File: src/rtl/bram_arbiter.sv
// Zero-fill sequencer and round-robin two-requester arbiter in front of a single-port block RAM.
// Read data returns three cycles after acceptance, tagged back to the requester that issued it.
module bram_arbiter #(
    parameter int unsigned RAM_DATA_WIDTH = 32,
    parameter int unsigned RAM_ADDR_WIDTH = 4
) (
    input  logic                      clk,
    input  logic                      rst,
    input  logic                      clr_req,
    output logic                      clear_done,
    input  logic                      a_valid,
    input  logic                      a_wr,
    input  logic [RAM_ADDR_WIDTH-1:0] a_addr,
    input  logic [RAM_DATA_WIDTH-1:0] a_wdata,
    output logic                      a_ready,
    output logic                      a_rsp_valid,
    output logic [RAM_DATA_WIDTH-1:0] a_rsp_data,
    input  logic                      b_valid,
    input  logic                      b_wr,
    input  logic [RAM_ADDR_WIDTH-1:0] b_addr,
    input  logic [RAM_DATA_WIDTH-1:0] b_wdata,
    output logic                      b_ready,
    output logic                      b_rsp_valid,
    output logic [RAM_DATA_WIDTH-1:0] b_rsp_data,
    output logic                      mem_wr,
    output logic [RAM_ADDR_WIDTH-1:0] mem_addr,
    output logic [RAM_DATA_WIDTH-1:0] mem_wdata,
    input  logic [RAM_DATA_WIDTH-1:0] mem_rdata
);

    localparam int unsigned DEPTH = 2 ** RAM_ADDR_WIDTH;
    localparam logic [RAM_ADDR_WIDTH:0] CNT_LAST = (RAM_ADDR_WIDTH + 1)'(DEPTH - 1);

    typedef enum logic {StClear = 1'b0, StServe = 1'b1} state_e;

    state_e                    state_q, state_d;
    logic [RAM_ADDR_WIDTH:0]   cnt_q, cnt_d;
    logic                      rr_last_q, rr_last_d;  // 1: B was granted last
    logic                      clear_done_q;
    logic                      grant_a, grant_b;

    logic                      mem_wr_q, mem_wr_d;
    logic [RAM_ADDR_WIDTH-1:0] mem_addr_q, mem_addr_d;
    logic [RAM_DATA_WIDTH-1:0] mem_wdata_q, mem_wdata_d;

    // Tag pipeline {is_read, id} tracks the mem stage, then the RAM output stage.
    logic                      tag1_rd_q, tag1_rd_d, tag1_id_q, tag1_id_d;
    logic                      tag2_rd_q, tag2_id_q;

    logic                      a_rsp_valid_q, b_rsp_valid_q;
    logic [RAM_DATA_WIDTH-1:0] a_rsp_data_q, b_rsp_data_q;

    // Grants also wait for clear_done so ready never leads the status flag.
    always_comb begin
        grant_a = 1'b0;
        grant_b = 1'b0;
        if (state_q == StServe && clear_done_q && !clr_req) begin
            if (a_valid && b_valid) begin
                grant_a = rr_last_q;
                grant_b = !rr_last_q;
            end else begin
                grant_a = a_valid;
                grant_b = b_valid;
            end
        end
    end

    always_comb begin
        state_d     = state_q;
        cnt_d       = cnt_q;
        rr_last_d   = rr_last_q;
        mem_wr_d    = 1'b0;
        mem_addr_d  = mem_addr_q;
        mem_wdata_d = mem_wdata_q;
        tag1_rd_d   = 1'b0;
        tag1_id_d   = 1'b0;
        case (state_q)
            StClear: begin
                mem_wr_d    = 1'b1;
                mem_addr_d  = cnt_q[RAM_ADDR_WIDTH-1:0];
                mem_wdata_d = '0;
                if (cnt_q == CNT_LAST) begin
                    state_d = StServe;
                    cnt_d   = '0;
                end else begin
                    cnt_d = cnt_q + 1'b1;
                end
            end
            StServe: begin
                if (clr_req) begin
                    state_d = StClear;
                end else if (grant_a) begin
                    mem_wr_d    = a_wr;
                    mem_addr_d  = a_addr;
                    mem_wdata_d = a_wdata;
                    tag1_rd_d   = !a_wr;
                    tag1_id_d   = 1'b0;
                    rr_last_d   = 1'b0;
                end else if (grant_b) begin
                    mem_wr_d    = b_wr;
                    mem_addr_d  = b_addr;
                    mem_wdata_d = b_wdata;
                    tag1_rd_d   = !b_wr;
                    tag1_id_d   = 1'b1;
                    rr_last_d   = 1'b1;
                end
            end
        endcase
    end

    always_ff @(posedge clk or posedge rst) begin
        if (rst) begin
            state_q       <= StClear;
            cnt_q         <= '0;
            rr_last_q     <= 1'b1;
            clear_done_q  <= 1'b0;
            mem_wr_q      <= 1'b0;
            mem_addr_q    <= '0;
            mem_wdata_q   <= '0;
            tag1_rd_q     <= 1'b0;
            tag1_id_q     <= 1'b0;
            tag2_rd_q     <= 1'b0;
            tag2_id_q     <= 1'b0;
            a_rsp_valid_q <= 1'b0;
            b_rsp_valid_q <= 1'b0;
            a_rsp_data_q  <= '0;
            b_rsp_data_q  <= '0;
        end else begin
            state_q       <= state_d;
            cnt_q         <= cnt_d;
            rr_last_q     <= rr_last_d;
            clear_done_q  <= (state_q == StServe);
            mem_wr_q      <= mem_wr_d;
            mem_addr_q    <= mem_addr_d;
            mem_wdata_q   <= mem_wdata_d;
            tag1_rd_q     <= tag1_rd_d;
            tag1_id_q     <= tag1_id_d;
            tag2_rd_q     <= tag1_rd_q;
            tag2_id_q     <= tag1_id_q;
            a_rsp_valid_q <= tag2_rd_q && !tag2_id_q;
            b_rsp_valid_q <= tag2_rd_q && tag2_id_q;
            if (tag2_rd_q && !tag2_id_q) begin
                a_rsp_data_q <= mem_rdata;
            end
            if (tag2_rd_q && tag2_id_q) begin
                b_rsp_data_q <= mem_rdata;
            end
        end
    end

    assign clear_done  = clear_done_q;
    assign a_ready     = grant_a;
    assign b_ready     = grant_b;
    assign mem_wr      = mem_wr_q;
    assign mem_addr    = mem_addr_q;
    assign mem_wdata   = mem_wdata_q;
    assign a_rsp_valid = a_rsp_valid_q;
    assign b_rsp_valid = b_rsp_valid_q;
    assign a_rsp_data  = a_rsp_data_q;
    assign b_rsp_data  = b_rsp_data_q;

endmodule

File: config.mk
export PLATFORM = sky130hd
export DESIGN_NAME = bram_arbiter
export DESIGN_NICKNAME = d
export VERILOG_FILES = /design/src/rtl/bram_arbiter.sv
export SDC_FILE = /design/constraint.sdc
export NUM_CORES = 1
export LEC_CHECK = 0
export ABC_AREA = 1
export ABC_CLOCK_PERIOD_IN_PS = 9500
export CORE_UTILIZATION = 47
export CTS_BUF_LIST = sky130_fd_sc_hd__clkbuf_8
export CTS_CLUSTER_DIAMETER = 40
export DETAILED_ROUTE_END_ITERATION = 12
export HOLD_SLACK_MARGIN = 0.15
export PLACE_DENSITY = 0.88
export SYNTH_ARGS = -nofsm -noshare
export SYNTH_HDL_FRONTEND = slang
export SYNTH_SLANG_ARGS = --single-unit
export TNS_END_PERCENT = 20
File: constraint.sdc
create_clock -name clk -period 9.5 [get_ports clk]
set_input_delay 2.85 -clock clk [delete_from_list [all_inputs] [get_ports clk]]
set_output_delay 2.85 -clock clk [all_outputs]
set_load 0.02 [all_outputs]
==> results of run 1 <==
## routing by layer
layer  up-vias  track usage (%)  wire length [um]
met5         -                0                 0
met4         0             12.5               267
met3        26             6.93              1190
met2       258             42.0              6340
met1      2180             28.9              5330
li1       2242                -                 -
## per-stage QoR
step | area, sq um | std cells | total power [mW] | hold WS, ps
global placement | 7200 | 933 | 1.14 | 335
global route | 7540 | 965 | 1.62 | 374
finish | 7540 | 965 | 1.55 | 355
floorplan | 5030 | 607 | 0.897 | 331
detailed placement | 7200 | 933 | 1.16 | 339
CTS | 7540 | 965 | 1.55 | 356
## registers in the layout (all words and copies together), names as in the netlist, 4 cells and up
| register | flops |
|---|---|
| mem_addr | 4 |
| cnt_q | 5 |
| mem_wdata | 32 |
| b_rsp_data | 32 |
| a_rsp_data | 32 |
## critical path, delay by kind of cell
kind	cells	cell delay (ps)
buffers and inverters	4	1280
AO/OA/AOI/OAI	1	160
AND/OR/NAND/NOR	1	150
## layout make-up
| type | instances | area (sq um) |
|---|---|---|
| Sequential cell | 115 | 2880 |
| Fill cell | 725 | 2830 |
| Timing Repair Buffer | 219 | 2180 |
| Multi-Input combinational cell | 349 | 1540 |
| Inverter | 114 | 430 |
| Clock buffer | 19 | 262 |
| Tap cell | 136 | 170 |
| Clock inverter | 13 | 83.8 |
## power by group through the flow
stage,Sequential (mW),Combinational (mW),Clock [mW]
3_5_place_dp,0.661,0.499,0
3_3_place_gp,0.653,0.483,0
4_1_cts,0.654,0.503,0.397
6_report,0.656,0.499,0.391
2_1_floorplan,0.752,0.145,0
5_1_grt,0.665,0.537,0.419
## cells in the final DEF, fill, tap and decap left out, types with 2 or more instances in the layout
cell,count
nand2_2,3
nor2_1,4
clkdlybuf4s50_1,216
nand4_1,4
clkinv_2,4
xor2_1,2
dfrtp_1,114
inv_1,118
nand2_1,215
buf_4,3
nand3_1,41
o21ai_0,66
nor2_2,2
o21bai_1,5
clkbuf_8,19
## Yosys cell counts
cell	count	area [sq um]
buf_6	8	90.1
o21ai_0	66	330
nand2_2	2	12.5
o21a_1	1	7.51
nor3b_1	1	7.51
dfstp_2	1	26.3
o21bai_1	5	37.5
buf_2	3	15.0
buf_4	5	37.5
inv_2	1	3.75
nand3_4	1	17.5
nand2_1	216	811
clkinv_1	1	3.75
nand3_1	41	205
nor3_1	1	5.00
nor2_4	1	11.3
a21oi_1	1	5.00
dfrtp_1	114	2850
inv_1	112	420
nor2_1	4	15.0
ha_1	1	12.5
nand4_1	4	25.0
clkbuf_1	13	48.8
xor2_1	2	17.5
nor2_2	2	12.5
## final timing paths
check / start / to / slack [ps] / cells after the start
max: b_valid / b_ready / 2210 / 6
min: tag1_id_q / tag2_id_q / 350 / 0
max reg2reg: state_q / mem_wdata[3] / 7070 / 7
min reg2reg: tag1_id_q / tag2_id_q / 350 / 0
max in group asynchronous: rst / mem_wdata[12] / 5370 / 3
min in group asynchronous: rst / state_q / 2770 / 2
## kinds of logic (layout without fill, tap and decap cells)
family / after synthesis / in the layout / synth area share (%)
AND/OR/NAND/NOR: 273 / 273 / 22.3
buffers and inverters: 143 / 365 / 12.3
flip-flops: 115 / 115 / 57.2
AO/OA/AOI/OAI: 73 / 73 / 7.56
XOR/XNOR: 2 / 2 / 0.348
adder cells (fa/ha/maj): 1 / 1 / 0.249
==> impl_metrics.yaml, run 1 <==
floorplan:
  design.core.area_sq_um: 10400
  dieArea_sq_um: 11100
  std_cell_rows: 37
  die_y_um: 105
  start_util_pct: 48.5
  die_w_um: 105
  io_pins: 217
power_and_ir_drop:
  p_leak_nw: 3.98
  switching_share_pct: 32.9
  combPwrFrac_pct: 32.3
  p_int_mw: 1.04
  seq_power_share_pct: 42.4
  pwr-share-clk_pct: 25.3
  power_density_nw_per_um2: 205
  netSwitchingPower_mw: 0.508
  vdd_drop_max_uv: 126
worst_setup_path:
  path_cells: "clkdlybuf4s50_1 -> inv_1 -> a21oi_1 -> nand2_2 -> inv_1 -> clkdlybuf4s50_1"
  cp_slowest_cell: "clkdlybuf4s50_1"
  crit_required_ps: 6650
  worstSetupPathType: "in2out"
  slowest_delay_ps: 620
  crit_path_end_kind: "primary output"
  arrival_ps: 4440
  critPathLaunchType: "input pin"
  critPathMaxFanout: 8
synth:
  yosysWarnings: 0
  seq_area_frac_synth_pct: 57.2
  syn_nets: 719
  netlist_instances: 607
  syn_avg_cell_area_sq_um: 8.29
  netlist_area_sq_um: 5030
  synth_seq_cells: 115
  ys_types: 25
route:
  dr.first_iter.drc_count: 304
  drc: 0
  ant_nets: 0
  first_pass_iters: 6
  drt_wl_total_um: 13100
  vias: 4706
  wire_per_inst_um: 13.6
  avgViaCountPerCell: 4.88
job:
  drv_cap: 0
clock_tree:
  h-tree-depth: 4
  postCtsHoldBufs: 0
  cts_setup_buffers: 0
  path_clk_slew_ps: 60
  root_buffer: "clkbuf_8"
  clk_latency_ps: 420
  cts_max_path_buffers: 2
  cts_sinks: 115
  ctsResizeCount: 0
  cts_tree: "done"
  cts_buffers: 17
outcome:
  outcome: "finished, final reports clean"
finish:
  insertedDiodeCount: 0
  areaGrowthSynthToFinish_pct: 50.0
  nets: 928
  layout-drive-gt1-share_pct: 4.58
  finish.utilization_pct: 72.8
place:
  hpwl_um: 9590
  pre_cts_slack_ps: 2240
  place_congestion: 0.907
  placement.io_buffers: 216
sta:
  skew_ps: 12.9
  fin_crit_sh_pct: 76.7
  rsz0062_at_grt: "false"
  finalSetupViolCount: 0
  setup-tns-final_ps: 0
  setup_slack_ps: 2210
  hold_viol_final: 0
  final-max-slew-violation-count: 0
  max_slew_margin_pct: 31.4
  worst_slew_pin_slew_ps: 1030
  timing.fmax_mhz: 137
  min_period_ps: 7290
global_route:
  grt_usage_pct: 24.8
  antenna_found_initial: 0
  grt_max_degree: 86
  grt_pass1_wl_um: 21500
  grt.overflow.total: 0
  grt_pass1_vias: 4653
worst_hold_path:
  hold_path.class: "reg2reg"
Power figures use the tool's default switching activity.
==> run 2: changes to the inputs <==
Settings changed: ABC_CLOCK_PERIOD_IN_PS 9500 to 5950, CORE_UTILIZATION 47 to 40, PLACE_DENSITY 0.88 to 0.79.
Clock period 9.5 ns to 5.95 ns, I/O delays scaled along.
==> run 2 against run 1 <==
Net effect: global-route usage fell by 5.2 points; largest power group unchanged; sequential share of layout area fell by 0.55 points; critical path depth did not move; critical endpoint unchanged; sequential cell count did not move; count of clock-buffer cells in the layout fell by 1; clock skew rose by 1.3 ps; final cell count rose by 3.4%; design area rose by 1.5%; highest routed layer unchanged; largest cell class unchanged; sequential power rose by 59%.
==> impl_metrics.yaml, run 2 (synthesis gave the netlist of run 1 again) <==
floorplan:
  start_util_pct: 41.5
  die_w_um: 114
  dieArea_sq_um: 13000
  std_cell_rows: 40
  design.core.area_sq_um: 12100
  io_pins: 217
  die_y_um: 114
power_and_ir_drop:
  pwr-share-clk_pct: 29.0
  p_leak_nw: 3.99
  vdd_drop_max_uv: 145
  switching_share_pct: 32.0
  power_density_nw_per_um2: 334
  netSwitchingPower_mw: 0.820
  combPwrFrac_pct: 30.6
  seq_power_share_pct: 40.4
  p_int_mw: 1.74
clock_tree:
  path_clk_slew_ps: 70
  clk_latency_ps: 420
  postCtsHoldBufs: 0
  h-tree-depth: 4
  cts_buffers: 17
  cts_tree: "done"
  root_buffer: "clkbuf_8"
  cts_max_path_buffers: 2
  cts_setup_buffers: 0
  cts_sinks: 115
  ctsResizeCount: 0
route:
  vias: 4472
  avgViaCountPerCell: 4.48
  ant_nets: 0
  drc: 0
  dr.first_iter.drc_count: 348
  wire_per_inst_um: 12.3
  first_pass_iters: 4
  drt_wl_total_um: 12300
worst_setup_path:
  crit_required_ps: 4160
  critPathLaunchType: "input pin"
  rrSetupSlack_ps: 3510
  crit_path_end_kind: "primary output"
  worstSetupPathType: "in2out"
  critPathMaxFanout: 8
  arrival_ps: 3300
place:
  pre_cts_slack_ps: 870
  dpl-instance-area_sq_um: 7250
  place_congestion: 0.775
  placed_cells: 966
  hpwl_um: 8800
  placement.io_buffers: 216
sta:
  worst_slew_pin_slew_ps: 1020
  setup_slack_ps: 860
  fin_crit_sh_pct: 85.5
  max_slew_margin_pct: 32.0
  min_period_ps: 5090
  rsz0062_at_grt: "false"
  final-max-slew-violation-count: 0
  timing.fmax_mhz: 196
  finalSetupViolCount: 0
  skew_ps: 14.2
  setup-tns-final_ps: 0
  hold_viol_final: 0
finish:
  fillCellCount: 1050
  postLayoutCellArea_sq_um: 7660
  layoutNonFillerInstCount: 998
  areaGrowthSynthToFinish_pct: 52.2
  final_common_cell: "clkdlybuf4s50_1"
  nets: 929
  insertedDiodeCount: 0
  layout-drive-gt1-share_pct: 5.42
  layout_common_cells: "216 x clkdlybuf4s50_1, 215 x nand2_1, 114 x dfrtp_1"
worst_hold_path:
  hold_path.class: "reg2reg"
global_route:
  antenna_found_initial: 0
  grt_pass1_vias: 4161
  grt_max_degree: 66
  grt_pass1_wl_um: 19900
  grt_usage_pct: 19.6
  grt.overflow.total: 0
outcome:
  outcome: "finished, final reports clean"
job:
  drv_cap: 0
-- run 2: worst paths after layout --
path / startpoint / to / depth (start not counted)
worst max-delay path: b_valid / b_ready / 6
worst min-delay path: tag1_rd_q / tag2_rd_q / 0
worst max register to register: state_q / mem_wdata[19] / 7
worst min register to register: tag1_rd_q / tag2_rd_q / 0
max in group asynchronous: rst / rr_last_q / 3
min in group asynchronous: rst / mem_wdata[10] / 2
-- run 2: worst max-delay path, stage by stage --
cell and delay [ps]:
clkdlybuf4s50_1 470, inv_1 40, a21oi_1 140, nand2_2 150, inv_1 110, clkdlybuf4s50_1 600
-- run 2: power groups by stage --
stage	combinational [mW]	sequential, mW	clock (mW)
after global placement	0.781	1.04	0
after global routing	0.849	1.05	0.802
after floorplan	0.232	1.20	0
after detailed placement	0.793	1.04	0
after CTS	0.793	1.03	0.760
final	0.783	1.04	0.742
-- run 2: per-stage QoR --
step	total power, mW	utilization [%]	hold slack, ps
after detailed placement	1.84	59.8	339
after global routing	2.70	63.2	360
after floorplan	1.43	-	331
after global placement	1.82	59.8	337
final	2.56	63.2	345
after CTS	2.59	63.2	349
-- run 2: cell type report --
type	count	area, sq um	share of cell area (%)
inverter	114	430	5.62
clock buffer	18	248	3.24
timing repair buffer	220	2190	28.6
clock inverter	14	161	2.11
tap	168	210	2.75
sequential	115	2880	37.6
multi-input combinational	349	1540	20.1
-- run 2: metal layers --
metal  wire (um)  vias up  global-route usage, %
li1            -     2254                      -
met1        5520     2010                   25.6
met2        5390      198                   30.1
met3        1270       10                   8.26
met4          93        0                   5.19
met5           0        -                      0
==> run 3: changes to the inputs <==
Settings changed: PLACE_DENSITY 0.79 to default, PLACE_DENSITY_LB_ADDON from default to 0.12.
==> run 3 against run 2 <==
Net effect: wire length grew 6.1%; critical path depth did not move; die area unchanged; sequential share of layout area decreased by 0.24 points; fmax shrank 0.52%; count of clock-buffer cells in the layout increased by 2; power rose by 3.7%; final cell count shrank 0.10%; worst setup slack got worse by 27 ps; clock power up 11%; register-to-register slack got worse by 40 ps; critical endpoint unchanged; largest power group unchanged.
==> impl_metrics.yaml, run 3 (synthesis gave the netlist of run 1 again) <==
outcome:
  outcome: "finished, final reports clean"
finish:
  finish.utilization_pct: 63.6
  final_common_cell: "clkdlybuf4s50_1"
  insertedDiodeCount: 0
  layout_common_cells: "216 x clkdlybuf4s50_1, 215 x nand2_1, 114 x dfrtp_1"
  nets: 929
  layoutNonFillerInstCount: 997
  areaGrowthSynthToFinish_pct: 53.1
  fillCellCount: 1079
  layout-drive-gt1-share_pct: 5.31
worst_hold_path:
  min-delay-start: "tag1_rd_q"
  hold_path.class: "reg2reg"
  min_to: "tag2_rd_q"
  holdPathStages: 0
sta:
  max_slew_margin_pct: 32.2
  min_period_ps: 5120
  fin_crit_sh_pct: 86.0
  timing.fmax_mhz: 195
  hold_viol_final: 0
  worst_slew_pin_slew_ps: 1010
  setup-tns-final_ps: 0
  rsz0062_at_grt: "false"
  skew_ps: 14.9
  setup_slack_ps: 834
  finalSetupViolCount: 0
  final-max-slew-violation-count: 0
global_route:
  grt_max_degree: 66
  grt.overflow.total: 0
  grt_pass1_vias: 4346
  antenna_found_initial: 0
  grt_usage_pct: 20.6
  grt_pass1_wl_um: 20900
place:
  hpwl_um: 9300
  pre_cts_slack_ps: 846
  place_congestion: 0.824
  placement.io_buffers: 216
  placed_cells: 966
route:
  avgViaCountPerCell: 4.53
  drc: 0
  dr.first_iter.drc_count: 272
  first_pass_iters: 6
  vias: 4515
  ant_nets: 0
  wire_per_inst_um: 13.1
  drt_wl_total_um: 13000
worst_setup_path:
  rrSetupSlack_ps: 3470
  critPathMaxFanout: 8
  crit_required_ps: 4160
  crit_path_end_kind: "primary output"
  r2r_cells: 7
  r2r-end: "mem_wdata[13]"
  critPathLaunchType: "input pin"
  arrival_ps: 3330
  worstSetupPathType: "in2out"
  r2r-start: "state_q"
floorplan:
  std_cell_rows: 40
  design.core.area_sq_um: 12100
  io_pins: 217
  start_util_pct: 41.5
  dieArea_sq_um: 13000
  die_y_um: 114
  die_w_um: 114
power_and_ir_drop:
  p_leak_nw: 4.02
  pwr-share-clk_pct: 31.1
  switching_share_pct: 30.5
  seq_power_share_pct: 39.3
  vdd_drop_max_uv: 171
  netSwitchingPower_mw: 0.809
  power_density_nw_per_um2: 344
  combPwrFrac_pct: 29.6
  p_int_mw: 1.85
clock_tree:
  postCtsHoldBufs: 0
  root_buffer: "clkbuf_8"
  cts_setup_buffers: 0
  cts_max_path_buffers: 2
  path_clk_slew_ps: 60
  h-tree-depth: 4
  cts_buffers: 17
  cts_tree: "done"
  cts_sinks: 115
  ctsResizeCount: 0
  clk_latency_ps: 410
job:
  drv_cap: 0
==> run 3: cell count changes in the layout (fill, tap and decap cells not counted), sizes merged <==
cell      previous run  this run
bufinv               3         5
clkbuf              18        20
inv                115       114
clkinvlp             4         0
==> run 3: how the worst max path moves through the flow <==
| stage | startpoint | endpoint | slack, ps |
|---|---|---|---|
| after CTS | b_valid | b_ready | 850 |
| after global routing | b_valid | b_ready | 770 |
| after global placement | b_valid | b_ready | 870 |
| after detailed placement | b_valid | b_ready | 850 |
| after floorplan | rst | a_rsp_data[0] | 1120 |
| final | b_valid | b_ready | 830 |
==> run 3: power groups by stage <==
stage	registers (mW)	logic, mW	clock network [mW]
2_1_floorplan	1.20	0.232	0
3_3_place_gp	1.05	0.779	0
3_5_place_dp	1.05	0.792	0
4_1_cts	1.04	0.795	0.847
5_1_grt	1.06	0.856	0.885
6_report	1.04	0.786	0.826
==> run 3: area by class of cell <==
class	instances	area [sq um]	area share, %
Inverter	114	430	5.59
Clock inverter	11	183	2.37
Clock buffer	20	275	3.57
Sequential cell	115	2880	37.4
Multi-Input combinational cell	349	1540	19.9
Tap cell	168	210	2.73
Timing Repair Buffer	220	2190	28.5
==> run 3: stage by stage <==
step,power (mW),hold WS (ps),instance area [sq um]
2_1_floorplan,1.43,331,5030
3_3_place_gp,1.83,339,7250
3_5_place_dp,1.84,339,7250
4_1_cts,2.68,347,7700
5_1_grt,2.80,351,7700
6_report,2.65,344,7700
==> run 3: metal layers <==
metal / track usage (%) / routed length [um] / share of wire, %
met5: 0 / 0 / 0
met4: 9.35 / 351 / 2.7
met3: 6.14 / 894 / 6.9
met2: 32.3 / 6120 / 47
met1: 26.2 / 5650 / 43
==> run 3: worst max-delay path, cell delays in order <==
cell,delay (ps)
clkdlybuf4s50_1,490
inv_1,50
a21oi_1,140
nand2_2,150
inv_1,100
clkdlybuf4s50_1,610
